File: config.mk
export PLATFORM = sky130hd
export DESIGN_NAME = iter_fp_mul
export DESIGN_NICKNAME = d
export VERILOG_FILES = /design/src/rtl/fp_mul_pkg.sv /design/src/rtl/booth_r4_enc.sv /design/src/rtl/iter_fp_mul.sv
export SDC_FILE = /design/constraint.sdc
export NUM_CORES = 1
export LEC_CHECK = 0
export ABC_AREA = 1
export BUFFER_PORTS_ARGS = -buffer_cell sky130_fd_sc_hd__buf_4
export CORE_MARGIN = 2
export CORE_UTILIZATION = 67
export CTS_CLUSTER_DIAMETER = 50
export DETAILED_ROUTE_END_ITERATION = 12
export GPL_TIMING_DRIVEN = 0
export PLACE_DENSITY_LB_ADDON = 0.25
export SYNTH_ARGS = -nofsm -noshare
export SYNTH_HDL_FRONTEND = slang
export SYNTH_SLANG_ARGS = --single-unit
File: constraint.sdc
create_clock -name clk -period 7.8 [get_ports clk]
set_input_delay 0.39 -clock clk [delete_from_list [all_inputs] [get_ports clk]]
set_output_delay 0.39 -clock clk [all_outputs]
set_load 0.005 [all_outputs]
File: src/rtl/fp_mul_pkg.sv
// Shared definitions for the iterative floating-point multiplier.
//   state_t    : controller states
//   bias_of    : exponent bias for a given exponent width
//   ndig_of    : radix-4 Booth digit count for a given stored-mantissa width
//   canon_nan  : canonical quiet NaN pattern (zero-extended to 64 bits)
package fp_mul_pkg;

   typedef enum logic [1:0] {
      S_IDLE = 2'd0,
      S_MUL  = 2'd1,
      S_NORM = 2'd2,
      S_DONE = 2'd3
   } state_t;

   function automatic int bias_of(input int exp_w);
      return (1 << (exp_w - 1)) - 1;
   endfunction

   // Multiplier operand is {0,1,man}: MAN_W+2 bits, two bits per digit.
   function automatic int ndig_of(input int man_w);
      return (man_w + 3) / 2;
   endfunction

   // {sign=0, exponent all ones, mantissa MSB only}
   function automatic logic [63:0] canon_nan(input int exp_w, input int man_w);
      logic [63:0] v;
      v = ((64'd1 << exp_w) - 64'd1) << man_w;
      v = v | (64'd1 << (man_w - 1));
      return v;
   endfunction

   localparam logic [31:0] CANON_NAN_SP = 32'h7FC0_0000;

endpackage

File: src/rtl/booth_r4_enc.sv
// Radix-4 Booth partial-product selector.
//   i_digit : overlapping multiplier bits {b[2i+1], b[2i], b[2i-1]}
//   i_a     : unsigned multiplicand, MSB must be zero so 2A cannot overflow
//   o_pp    : signed partial product in {0, +A, +2A, -A, -2A}
module booth_r4_enc #(
   parameter int A_W = 25
) (
   input  logic [2:0]          i_digit,
   input  logic [A_W-1:0]      i_a,
   output logic signed [A_W:0] o_pp
);

   logic signed [A_W:0] w_a1;
   logic signed [A_W:0] w_a2;

   assign w_a1 = {1'b0, i_a};
   assign w_a2 = {i_a, 1'b0};

   always_comb begin
      o_pp = '0;
      case (i_digit)
         3'b001, 3'b010: o_pp = w_a1;
         3'b011:         o_pp = w_a2;
         3'b100:         o_pp = -w_a2;
         3'b101, 3'b110: o_pp = -w_a1;
         default:        o_pp = '0;
      endcase
   end

endmodule

File: src/rtl/iter_fp_mul.sv
// Iterative IEEE-style floating-point multiplier, one Booth digit per cycle,
// truncating, with optional exponent-dependent mantissa precision reduction.
//   clk, rst_n          : clock, async active-low reset
//   in_valid / in_ready : operand handshake (a, b, approx_en sampled on accept)
//   out_valid/out_ready : result handshake (result, ovf, unf held until taken)
//
// state  | meaning
// IDLE   | waiting for operands, in_ready high
// MUL    | accumulating one Booth partial product per cycle
// NORM   | phase 0: normalise product; phase 1: pack result and flags
// DONE   | result presented, waiting for out_ready
module iter_fp_mul
   import fp_mul_pkg::*;
#(
   parameter int EXP_W     = 8,
   parameter int MAN_W     = 23,
   parameter int TRUNC_MAX = 14
) (
   input  logic                 clk,
   input  logic                 rst_n,
   input  logic                 in_valid,
   output logic                 in_ready,
   input  logic [EXP_W+MAN_W:0] a,
   input  logic [EXP_W+MAN_W:0] b,
   input  logic                 approx_en,
   output logic                 out_valid,
   input  logic                 out_ready,
   output logic [EXP_W+MAN_W:0] result,
   output logic                 ovf,
   output logic                 unf
);

   localparam int W    = 1 + EXP_W + MAN_W;
   localparam int BIAS = bias_of(EXP_W);
   localparam int NDIG = ndig_of(MAN_W);
   localparam int A_W  = MAN_W + 2;
   localparam int MB_W = 2 * NDIG + 1;
   localparam int PW   = 2 * MAN_W + 2;
   localparam int EW   = EXP_W + 2;
   localparam int CW   = $clog2(NDIG + 1);
   localparam logic [W-1:0]         NAN_VAL = W'(canon_nan(EXP_W, MAN_W));
   localparam logic signed [EW-1:0] EXP_MAX = EW'((1 << EXP_W) - 1);

   function automatic logic f_exp_special(input logic [EXP_W-1:0] e);
      return (e == '0) || (e == '1);
   endfunction

   state_t                r_state;
   state_t                w_state_nxt;
   logic [W-1:0]          r_a;
   logic [W-1:0]          r_b;
   logic                  r_approx;
   logic [MB_W-1:0]       r_mb_sh;
   logic [PW-1:0]         r_acc;
   logic [CW-1:0]         r_cnt;
   logic                  r_norm_ph;
   logic signed [EW-1:0]  r_exp;
   logic signed [EW-1:0]  r_exp_n;
   logic [MAN_W-1:0]      r_man;
   logic [W-1:0]          r_result;
   logic                  r_ovf;
   logic                  r_unf;

   logic                  w_s;
   logic [EXP_W-1:0]      w_ea, w_eb;
   logic [MAN_W-1:0]      w_ma, w_mb;
   logic                  w_a_zero, w_b_zero, w_a_inf, w_b_inf, w_a_nan, w_b_nan;
   logic                  w_in_special;
   logic signed [EW-1:0]  w_exp_sum;
   logic signed [A_W:0]   w_pp;
   logic [PW-1:0]         w_pp_ext;
   logic [CW:0]           w_shamt;
   logic [PW-1:0]         w_pp_sh;
   logic [EW-1:0]         w_dev;
   logic [EW-1:0]         w_abs;
   logic [EW-1:0]         w_sh;
   logic [2:0]            w_lvl;
   logic [4:0]            w_t_raw;
   logic [4:0]            w_t;
   logic [MAN_W-1:0]      w_man_q;
   logic [W-1:0]          w_res_nxt;
   logic                  w_ovf_nxt;
   logic                  w_unf_nxt;

   assign w_s  = r_a[W-1] ^ r_b[W-1];
   assign w_ea = r_a[W-2 -: EXP_W];
   assign w_eb = r_b[W-2 -: EXP_W];
   assign w_ma = r_a[MAN_W-1:0];
   assign w_mb = r_b[MAN_W-1:0];

   assign w_a_zero = (w_ea == '0);
   assign w_b_zero = (w_eb == '0);
   assign w_a_inf  = (w_ea == '1) && (w_ma == '0);
   assign w_b_inf  = (w_eb == '1) && (w_mb == '0);
   assign w_a_nan  = (w_ea == '1) && (w_ma != '0);
   assign w_b_nan  = (w_eb == '1) && (w_mb != '0);

   assign w_in_special = f_exp_special(a[W-2 -: EXP_W]) || f_exp_special(b[W-2 -: EXP_W]);
   assign w_exp_sum    = {2'b00, a[W-2 -: EXP_W]} + {2'b00, b[W-2 -: EXP_W]} - EW'(BIAS);

   booth_r4_enc #(.A_W(A_W)) u_booth_r4_enc (
      .i_digit (r_mb_sh[2:0]),
      .i_a     ({2'b01, w_ma}),
      .o_pp    (w_pp)
   );

   // The final product is non-negative and fits PW bits, so accumulating
   // modulo 2^PW gives the exact result even when partial sums go negative.
   assign w_pp_ext = {{(PW-A_W-1){w_pp[A_W]}}, w_pp};
   assign w_shamt  = {r_cnt, 1'b0};
   assign w_pp_sh  = w_pp_ext << w_shamt;

   // Precision level follows the pre-normalisation exponent's distance from bias.
   assign w_dev   = r_exp - EW'(BIAS);
   assign w_abs   = w_dev[EW-1] ? (~w_dev + EW'(1)) : w_dev;
   assign w_sh    = w_abs >> (EXP_W - 4);
   assign w_lvl   = (w_sh > EW'(7)) ? 3'd7 : w_sh[2:0];
   assign w_t_raw = {1'b0, 3'd7 - w_lvl, 1'b0};
   assign w_t     = !r_approx ? 5'd0 :
                    (w_t_raw > 5'(TRUNC_MAX)) ? 5'(TRUNC_MAX) : w_t_raw;
   assign w_man_q = r_man & ({MAN_W{1'b1}} << w_t);

   always_comb begin
      w_res_nxt = '0;
      w_ovf_nxt = 1'b0;
      w_unf_nxt = 1'b0;
      if (w_a_nan || w_b_nan || (w_a_inf && w_b_zero) || (w_a_zero && w_b_inf)) begin
         w_res_nxt = NAN_VAL;
      end else if (w_a_inf || w_b_inf) begin
         w_res_nxt = {w_s, {EXP_W{1'b1}}, {MAN_W{1'b0}}};
      end else if (w_a_zero || w_b_zero) begin
         w_res_nxt = {w_s, {(W-1){1'b0}}};
      end else if (r_exp_n >= EXP_MAX) begin
         w_res_nxt = {w_s, {EXP_W{1'b1}}, {MAN_W{1'b0}}};
         w_ovf_nxt = 1'b1;
      end else if (r_exp_n[EW-1] || (r_exp_n == '0)) begin
         w_res_nxt = {w_s, {(W-1){1'b0}}};
         w_unf_nxt = 1'b1;
      end else begin
         w_res_nxt = {w_s, r_exp_n[EXP_W-1:0], w_man_q};
      end
   end

   always_comb begin
      w_state_nxt = r_state;
      in_ready    = 1'b0;
      out_valid   = 1'b0;
      case (r_state)
         S_IDLE: begin
            in_ready = 1'b1;
            if (in_valid) w_state_nxt = w_in_special ? S_NORM : S_MUL;
         end
         S_MUL:  if (r_cnt == CW'(NDIG - 1)) w_state_nxt = S_NORM;
         S_NORM: if (r_norm_ph) w_state_nxt = S_DONE;
         S_DONE: begin
            out_valid = 1'b1;
            if (out_ready) w_state_nxt = S_IDLE;
         end
         default: w_state_nxt = S_IDLE;
      endcase
   end

   always_ff @(posedge clk or negedge rst_n) begin
      if (!rst_n) begin
         r_state   <= S_IDLE;
         r_a       <= '0;
         r_b       <= '0;
         r_approx  <= 1'b0;
         r_mb_sh   <= '0;
         r_acc     <= '0;
         r_cnt     <= '0;
         r_norm_ph <= 1'b0;
         r_exp     <= '0;
         r_exp_n   <= '0;
         r_man     <= '0;
         r_result  <= '0;
         r_ovf     <= 1'b0;
         r_unf     <= 1'b0;
      end else begin
         r_state <= w_state_nxt;
         case (r_state)
            S_IDLE: begin
               if (in_valid) begin
                  r_a       <= a;
                  r_b       <= b;
                  r_approx  <= approx_en;
                  r_mb_sh   <= MB_W'({2'b01, b[MAN_W-1:0], 1'b0});
                  r_acc     <= '0;
                  r_cnt     <= '0;
                  r_norm_ph <= 1'b0;
                  r_exp     <= w_exp_sum;
               end
            end
            S_MUL: begin
               r_acc   <= r_acc + w_pp_sh;
               r_mb_sh <= r_mb_sh >> 2;
               r_cnt   <= r_cnt + CW'(1);
            end
            S_NORM: begin
               if (!r_norm_ph) begin
                  r_norm_ph <= 1'b1;
                  if (r_acc[PW-1]) begin
                     r_man   <= r_acc[PW-2 -: MAN_W];
                     r_exp_n <= r_exp + EW'(1);
                  end else begin
                     r_man   <= r_acc[PW-3 -: MAN_W];
                     r_exp_n <= r_exp;
                  end
               end else begin
                  r_result <= w_res_nxt;
                  r_ovf    <= w_ovf_nxt;
                  r_unf    <= w_unf_nxt;
               end
            end
            default: ;
         endcase
      end
   end

   assign result = r_result;
   assign ovf    = r_ovf;
   assign unf    = r_unf;

endmodule

Word-level counts from Yosys, hierarchy flattened --
Index checks and enable logic that the tools add are counted.
Operators by class: shift-type cells 2, mux-type cells 37, equality and inequality tests 18, bitwise gates (word level) 4, magnitude comparators 3, reductions and logical operators 35, add/sub/neg operators 10
Operators with widths (number):
- 2-to-1 mux 31 bit | 4
- case mux 26 bit (4 select lines) | 1
- case mux 48 bit (2 select lines) | 1
- case mux 27 bit (2 select lines) | 1
- adder 48 bit | 1
- 2-to-1 mux 48 bit | 1
- left shift 48 x 5 -> 48 bit | 1
- logical NOT 23 bit | 2
- nonzero test 23 bit | 2
- == test 8 bit, second input constant | 4
- logical NOT 8 bit | 4
- 2-to-1 mux 32 bit | 1
- 2-to-1 mux 27 bit | 1
- negation 24 -> 26 bit | 1
- negation 25 -> 26 bit | 1
- AND 23 bit | 1
- 2-to-1 mux 23 bit | 1
- left shift 23 x 4 -> 23 bit, first input constant | 1
- 2-to-1 mux 10 bit | 2
- 2-to-1 mux 1 bit | 12
- 2-to-1 mux 4 bit | 3
- adder 10 x 1 -> 10 bit, second input constant | 1
- adder 10 x 2 -> 10 bit, second input constant | 1
- >= comparator 10 x 9 -> 1 bit, second input constant | 1
- other kinds (30) | 60
Word-level totals: register bits 224, output and inout bits 36

Depth between registers and ports, before layout --
Gate-level depths: netlist (run 1).
depth after elaboration 17, depth in mapped cells 33

Modules after synthesis --
From an unflattened synthesis (run 1), not the netlist that was laid out.
Unflattened totals: cell total of the unflattened synthesis 2381, area total of the unflattened synthesis 15926.5 µm²
Modules (own cells, without submodules):
- iter_fp_mul | area each 14513.9 µm², cells an instance 2106, instances 1
- booth_r4_enc | area each 1412.6 µm², cells an instance 275, instances 1

Worst setup path after synthesis (run 1) --
Ideal clock, no wire load.
path type reg-to-reg, from reg r_a[0], to reg r_acc[39], slack 4.272 ns, required time 7.669 ns, data arrival time 3.398 ns, cell stages (with the launch flop) 30, clock period less this slack 3.528 ns, library setup time 0.131 ns, cell sequence dfrtp_1 inv_1 ha_1 nand2_1 nor2_1 xor2_1 o21ai_1 nor2_1 nand2_1 nand2_1 o21ai_1 or2_1 nand3_1 o21ai_1 ha_1 nand2_1 nor2_1 inv_1 nor2_1 inv_1 nor3_1 nand2_1 o211ai_1 nand3_1 nand2_1 nand2_1 nand2_1 a21oi_1 o21ai_0 o21ai_0
Between the ends: longest elaborated chain between the ends 5, elaborated cells on any way between the ends 6, those cells by class 3 x add/sub; 1 x shift; 2 x mux
RTL lines:
- start: declaration | line iter_fp_mul.sv:50 | logic [W-1:0] r_a;
- start signal: assignment | line iter_fp_mul.sv:166 | r_a <= '0;
- start signal: assignment | line iter_fp_mul.sv:184 | r_a <= a;
- negation 25 -> 26 bit or negation 24 -> 26 bit (tied branches) | line booth_r4_enc.sv:24, booth_r4_enc.sv:25
- case mux 26 bit (4 select lines) (*) | line booth_r4_enc.sv:21 | case (i_digit)
- left shift 48 x 5 -> 48 bit (*) | line iter_fp_mul.sv:111 | assign w_pp_sh = w_pp_ext << w_shamt;
- adder 48 bit (*) | line iter_fp_mul.sv:195 | r_acc <= r_acc + w_pp_sh;
- case mux 48 bit (2 select lines) (*) | line iter_fp_mul.sv:181 | case (r_state)
- end signal: assignment | line iter_fp_mul.sv:195
- end: declaration | line iter_fp_mul.sv:54 | logic [PW-1:0] r_acc;
Every way passes the cells marked *; elsewhere a longest branch is shown, timed or not. A chain may end at the register's enable or synchronous reset.

Final worst setup path (run 1) --
from reg r_a[0], to reg r_acc[42]
Same word-level chain as after synthesis.

==> results_dict.tcl, run 1 <==
set metrics [dict create \
    outcome "finished, final reports clean" \
    period_share_pct 62.8 \
    worst_slack_ps 2900 \
    port_buffers 104 \
    fin_skew_ps 14.4 \
    grtUsageTotal_pct 43.7 \
    syn_nets 2400 \
    cts-hold-fix-buffers 1 \
    power_frac_seq_pct 22.6 \
    globalRouteOverflowTotal 0 \
    arrival_ps 5300 \
    critPathMaxFanout 4 \
    dp_worst_setup_slack_ps 3130 \
    post-route-util_pct 77.9 \
    powerDensity_nw_per_um2 534 \
    final_nets 2536 \
    min_path_cells 3 \
    power_frac_comb_pct 63.0 \
    synth.area.top_cells "dfrtp_1, nand2_1, o21ai_0" \
    tritoncts "done" \
    rr_startpoint "r_a[0]" \
    postCtsSetupRepairBufs 0 \
    synth_enable_flop_cells 0 \
    synthCells 2250 \
    initial_utilization_pct 68.4 \
    min_from "b[31]" \
    r2r_end "r_acc[42]" \
    slew_violations 0 \
    switching_share_pct 54.1 \
    drc_errors 0 \
    finalSetupTns_ps 0 \
    hold_slack_ps 36.4 \
    grt_pass1_vias 16700 \
    rsz0062_at_grt "no" \
    syn_to_final_growth_pct 13.9 \
    post_cts_resized 0 \
    clock_path_buffers 3 \
    die_y_um 156 \
    placeableCoreArea_um2 22600 \
    firstDrtPassIters 9 \
    pin_count 105 \
    cts.sinks 222 \
    p_leak_nw 8.76 \
    antenna_cells 0 \
    drive_above_1_share_pct 8.43 \
    cts_buffers 28 \
    reg2regPathDepth 23 \
    synth_seq_cells 222 \
    async_flop_share_pct 100 \
    via_per_inst 6.34 \
    dieArea_um2 24300 \
    fmax_ghz 0.204 \
    clkPwrFrac_pct 14.4 \
    synth_cell_types 57 \
    hp-class "in -> reg" \
    dp_hpwl_mm 38.5 \
    syn_area_um2 15500 \
    final_antenna_net_count 0 \
    holdPathEnd "r_b[31]" \
    num_vias 17100 \
    fin_crit_ps 4900 \
    switchingPower_mw 5.08 \
    max-cap-violations 0 \
    setup_violations 0 \
    critPathKind "reg -> reg" \
    synth.top_cell.area_share_pct 35.9 \
    worstSetupEndpointType "flip-flop" \
    internal_power_mw 4.32 \
    totalWireLength_mm 52.3 \
    gp_congestion 1.03 \
    tightest_slew_ps 1260 \
    clkTransAtPathRegs_ps 60 \
    htreeDepth 1 \
    fillerInstances 1631 \
    rows 55 \
    p_total_mw 9.41 \
    grt_pass1_wl_mm 85.1 \
    cp-start-kind "flip-flop" \
    yosys_warnings 0 \
    synthFlopType "dfrtp_1" \
    slew_headroom_pct 15.7 \
    hold_viol 0 \
    grt_max_degree 115 \
    yosysTopAreaCell "dfrtp_1" \
    wl_per_cell_um 19.4 \
    r2r_slack_ps 2900 \
    ys_seq_area_share_pct 35.9 \
    die_x_um 156 \
    synth_area_per_cell_um2 6.88 \
    root_buffer "clkbuf_16" \
    dr.first_iter.drc_count 2251 \
    antenna_found_initial 0 \
    vdd_ir_drop_max_v 0.000380 \
    clock_latency_ps 550 \
    critPathRequiredTime_ps 8200 \
]
cells in the mapped netlist (3+ instances only):
cell and n:
nand3b_1 6, o21ai_0 217, o31ai_1 10, o21bai_1 5
nor3_1 17, clkbuf_1 63, a21oi_1 159, ha_1 79
o21ai_1 49, xor2_1 22, nor3_2 3, clkinv_1 4
a22oi_1 24, nor4_1 18, o211ai_1 16, buf_2 7
dfrtp_1 222, o21ai_2 3, buf_1 10, o21a_1 8
nand2_1 632, nand4_1 23, and3_1 5, nand3_1 134
a31oi_1 8, inv_1 218, nor2_2 6, or2_1 5
o22ai_1 25, inv_2 11, and2_1 3, nand2_2 5
nor2_1 192, o2111ai_1 5, a21o_1 6
cell families after synthesis:
kind of cell	share of synthesized area [%]
compound gates	19.6
mux	0.0647
flops	35.9
xor+xnor	1.46
buf+inv	7.82
simple gates	28.5
fa+ha+maj	6.65
metal layers:
metal	routed length [um]	global-route usage, %	up-vias
met1	20300	56.8	7908
met5	0	0	-
met3	5240	6.97	249
met4	2580	19.1	0
met2	24200	72.6	1131
li1	-	-	7779
critical path, cell delays in order (launching register included):
cell     delay [ps]
dfrtp_1         380
inv_1           140
ha_1            310
inv_2            50
nor2_1           90
nand2_1         110
nand2_1         130
nor2_1           60
nor2_1          130
o21ai_0         150
nand2_1          90
o21ai_1         120
mux2i_1         370
nor3_1          140
ha_1            390
nand2_1         130
nor3_1          420
a21oi_1         250
o21ai_0         590
nand3_1         180
nand3_1         190
a21oi_1          90
o21ai_0         130
o21ai_0         120
through the flow:
| stage | cell area [um^2] | instances |
|---|---|---|
| finish | 17600 | 2693 |
| global route | 17600 | 2693 |
| CTS | 17600 | 2693 |
| detailed placement | 16600 | 2640 |
| global placement | 16600 | 2639 |
| floorplan | 15500 | 2250 |
state kept, by name, indices dropped and copies added (netlist names):
name,cells
r_b,32
r_norm_ph,1
result,32
r_state,2
unf,1
r_a,32
r_approx,1
r_mb_sh,25
r_exp_n,10
r_exp,10
r_cnt,4
r_acc,48
ovf,1
r_man,23
cells in the final DEF, fill, tap and decap left out, drive strengths merged, types with 17 or more instances in the layout:
cell type  instances
nand3            136
nor4              18
a22oi             24
nand4             23
o22ai             25
dfrtp            222
nand2            637
nor2             200
ha                79
xor2              23
a21oi            159
o21ai            269
clkbuf            97
buf              125
o211ai            17
nor3              21
inv              236
worst max-delay path by stage:
stage               start  slack (ps)  depth (start not counted)   endpoint
2_1_floorplan      r_a[0]        4270                         29  r_acc[39]
3_3_place_gp   r_mb_sh[1]        3230                         23  r_acc[28]
3_5_place_dp       r_a[0]        3130                         30  r_acc[39]
4_1_cts            r_a[0]        3080                         30  r_acc[39]
5_1_grt            r_a[0]        2350                         26  r_acc[27]
6_report           r_a[0]        2900                         23  r_acc[42]
layout make-up:
cell class / count / area, um^2 / area share [%]
clock buffers: 34 / 785 / 4.45
repair buffers: 106 / 826 / 4.68
clock inverters: 18 / 189 / 1.07
well taps: 285 / 357 / 2.02
plain buffers: 83 / 335 / 1.90
multi-input cells: 1712 / 8710 / 49.4
flip-flops and latches: 222 / 5560 / 31.5
inverters: 233 / 875 / 4.96
power groups by stage:
stage,clock (mW),sequential (mW),combinational (mW)
finish,1.35,2.12,5.93
global route,1.39,2.16,6.58
CTS,1.34,2.10,5.73
detailed placement,0,2.10,5.64
global placement,0,2.06,5.47
floorplan,0,1.97,4.02
No activity file was read; power rests on OpenSTA's default activity.
==> run 2: changes to the inputs <==
--- a/config.mk
+++ b/config.mk
@@ -8,7 +8,7 @@
 export ABC_AREA = 1
 export BUFFER_PORTS_ARGS = -buffer_cell sky130_fd_sc_hd__buf_4
 export CORE_MARGIN = 2
-export CORE_UTILIZATION = 67
+export CORE_UTILIZATION = 62
 export CTS_CLUSTER_DIAMETER = 50
 export DETAILED_ROUTE_END_ITERATION = 12
 export GPL_TIMING_DRIVEN = 0
==> constraint.sdc (replaced) <==
create_clock -name clk -period 5.1 [get_ports clk]
set_input_delay 0.255 -clock clk [delete_from_list [all_inputs] [get_ports clk]]
set_output_delay 0.255 -clock clk [all_outputs]
set_load 0.005 [all_outputs]
==> results_dict.tcl, run 2 (same netlist as run 1, synthesis figures left out) <==
set metrics [dict create \
    worstSetupEndpointType "flip-flop" \
    dr.first_iter.drc_count 2259 \
    p_leak_nw 8.95 \
    setup_violations 0 \
    fillerInstances 1845 \
    clock_latency_ps 550 \
    cts_buffers 27 \
    hold_viol 0 \
    drive_above_1_share_pct 8.32 \
    outcome "finished, final reports clean" \
    globalRouteOverflowTotal 0 \
    wl_per_cell_um 19.2 \
    p_total_mw 14.4 \
    firstDrtPassIters 6 \
    finalSetupTns_ps 0 \
    layout_common_cells "nand2_1, dfrtp_1, inv_1, o21ai_0, nor2_1" \
    root_buffer "clkbuf_16" \
    critPathKind "reg -> reg" \
    postCtsSetupRepairBufs 0 \
    port_buffers 104 \
    antenna_found_initial 0 \
    totalWireLength_mm 53.3 \
    regMostFlops "r_acc" \
    num_vias 17300 \
    tightest_slew_ps 1260 \
    layout_commonest_cell "nand2_1" \
    worst_slack_ps 332 \
    reg2regPathDepth 23 \
    placeableCoreArea_um2 24400 \
    dp_worst_setup_slack_ps 411 \
    dp_hpwl_mm 38.2 \
    rows 57 \
    min_path_cells 3 \
    cts.sinks 222 \
    period_share_pct 93.5 \
    dieArea_um2 26200 \
    largest_reg_flops 48 \
    htreeDepth 1 \
    grt_pass1_wl_mm 85.2 \
    cp-start-kind "flip-flop" \
    critPathMaxFanout 10 \
    max-cap-violations 0 \
    syn_to_final_growth_pct 17.4 \
    antenna_cells 0 \
    clock_path_buffers 3 \
    powerDensity_nw_per_um2 794 \
    via_per_inst 6.22 \
    grt_pass1_vias 16800 \
    grtUsageTotal_pct 40.6 \
    slew_headroom_pct 16.0 \
    fmax_ghz 0.210 \
    pin_count 105 \
    fin_skew_ps 14.2 \
    clkTransAtPathRegs_ps 60 \
    final_antenna_net_count 0 \
    gp_congestion 1.03 \
    critPathRequiredTime_ps 5490 \
    slew_violations 0 \
    rsz0062_at_grt "no" \
    fin_crit_ps 4770 \
    tritoncts "done" \
    die_x_um 162 \
    initial_utilization_pct 63.5 \
    grt_max_degree 122 \
    die_y_um 162 \
    arrival_ps 5160 \
    hp-class "in -> reg" \
    drc_errors 0 \
    final_nets 2584 \
    vdd_ir_drop_max_v 0.000509 \
    hold_slack_ps 30.6 \
]
==> run 2: what timing repair did <==
action | in CTS | in global routing
setup endpoints to repair | 0 | 12
hold buffers | 50 | 0
endpoints found under the hold margin | 172 | 0
resized for setup | 0 | 11
==> run 2: metrics by stage <==
stage | cell area [um^2] | cells | utilization (%)
6_report | 18200 | 2776 | 74.5
5_1_grt | 18200 | 2776 | 74.5
4_1_cts | 18100 | 2776 | 74.3
3_5_place_dp | 16700 | 2679 | 68.5
3_3_place_gp | 16700 | 2678 | 68.3
2_1_floorplan | 15500 | 2250 | -
==> run 2: worst paths after layout <==
path | end | slack, ps | from
setup / recovery | r_acc[27] | 330 | r_mb_sh[1]
hold / removal | r_a[29] | 30 | a[29]
min in group asynchronous | r_a[28] | 300 | rst_n
hold reg to reg | r_mb_sh[19] | 480 | r_mb_sh[19]
setup reg to reg | r_acc[27] | 330 | r_mb_sh[1]
max in group asynchronous | r_acc[18] | 3740 | rst_n
==> run 2: critical path: stages, from the launching register on <==
cell	delay [ps]
dfrtp_1	420
nor2_2	230
inv_2	40
nand3_1	270
buf_2	310
o22ai_1	110
nor3_2	290
o21ai_1	130
nand2_1	70
o21ai_0	160
o21ai_1	330
nor2_1	140
ha_1	390
nand2_1	120
nor2_1	200
inv_1	100
nor2_1	110
inv_1	70
o21ai_0	310
a21oi_1	130
o21ai_0	300
a21oi_1	120
o21ai_0	140
o21ai_0	130
==> run 2: layer usage <==
layer  track usage (%)  vias up  wire [um]
li1                  -     7881          -
met4              17.5        0       2740
met3              5.95      235       4850
met5             0.189        -          0
met2              68.4     1092      24700
met1              52.3     8054      21100
==> run 2: power breakdown <==
group | switching (mW) | leakage, nW | total [mW] | internal (mW)
registers | 0.678 | 2.80 | 3.25 | 2.58
logic | 6.27 | 5.70 | 9.12 | 2.85
clock network | 0.814 | 0.451 | 2.05 | 1.23
==> run 2: area by class of cell <==
class | count | area (um^2) | share of cell area [%]
Buffer | 83 | 335 | 1.85
Clock buffer | 30 | 687 | 3.78
Clock inverter | 17 | 240 | 1.32
Inverter | 233 | 875 | 4.81
Multi-Input combinational cell | 1712 | 8750 | 48.2
Sequential cell | 222 | 5560 | 30.6
Tap cell | 324 | 405 | 2.23
Timing Repair Buffer | 155 | 1320 | 7.25
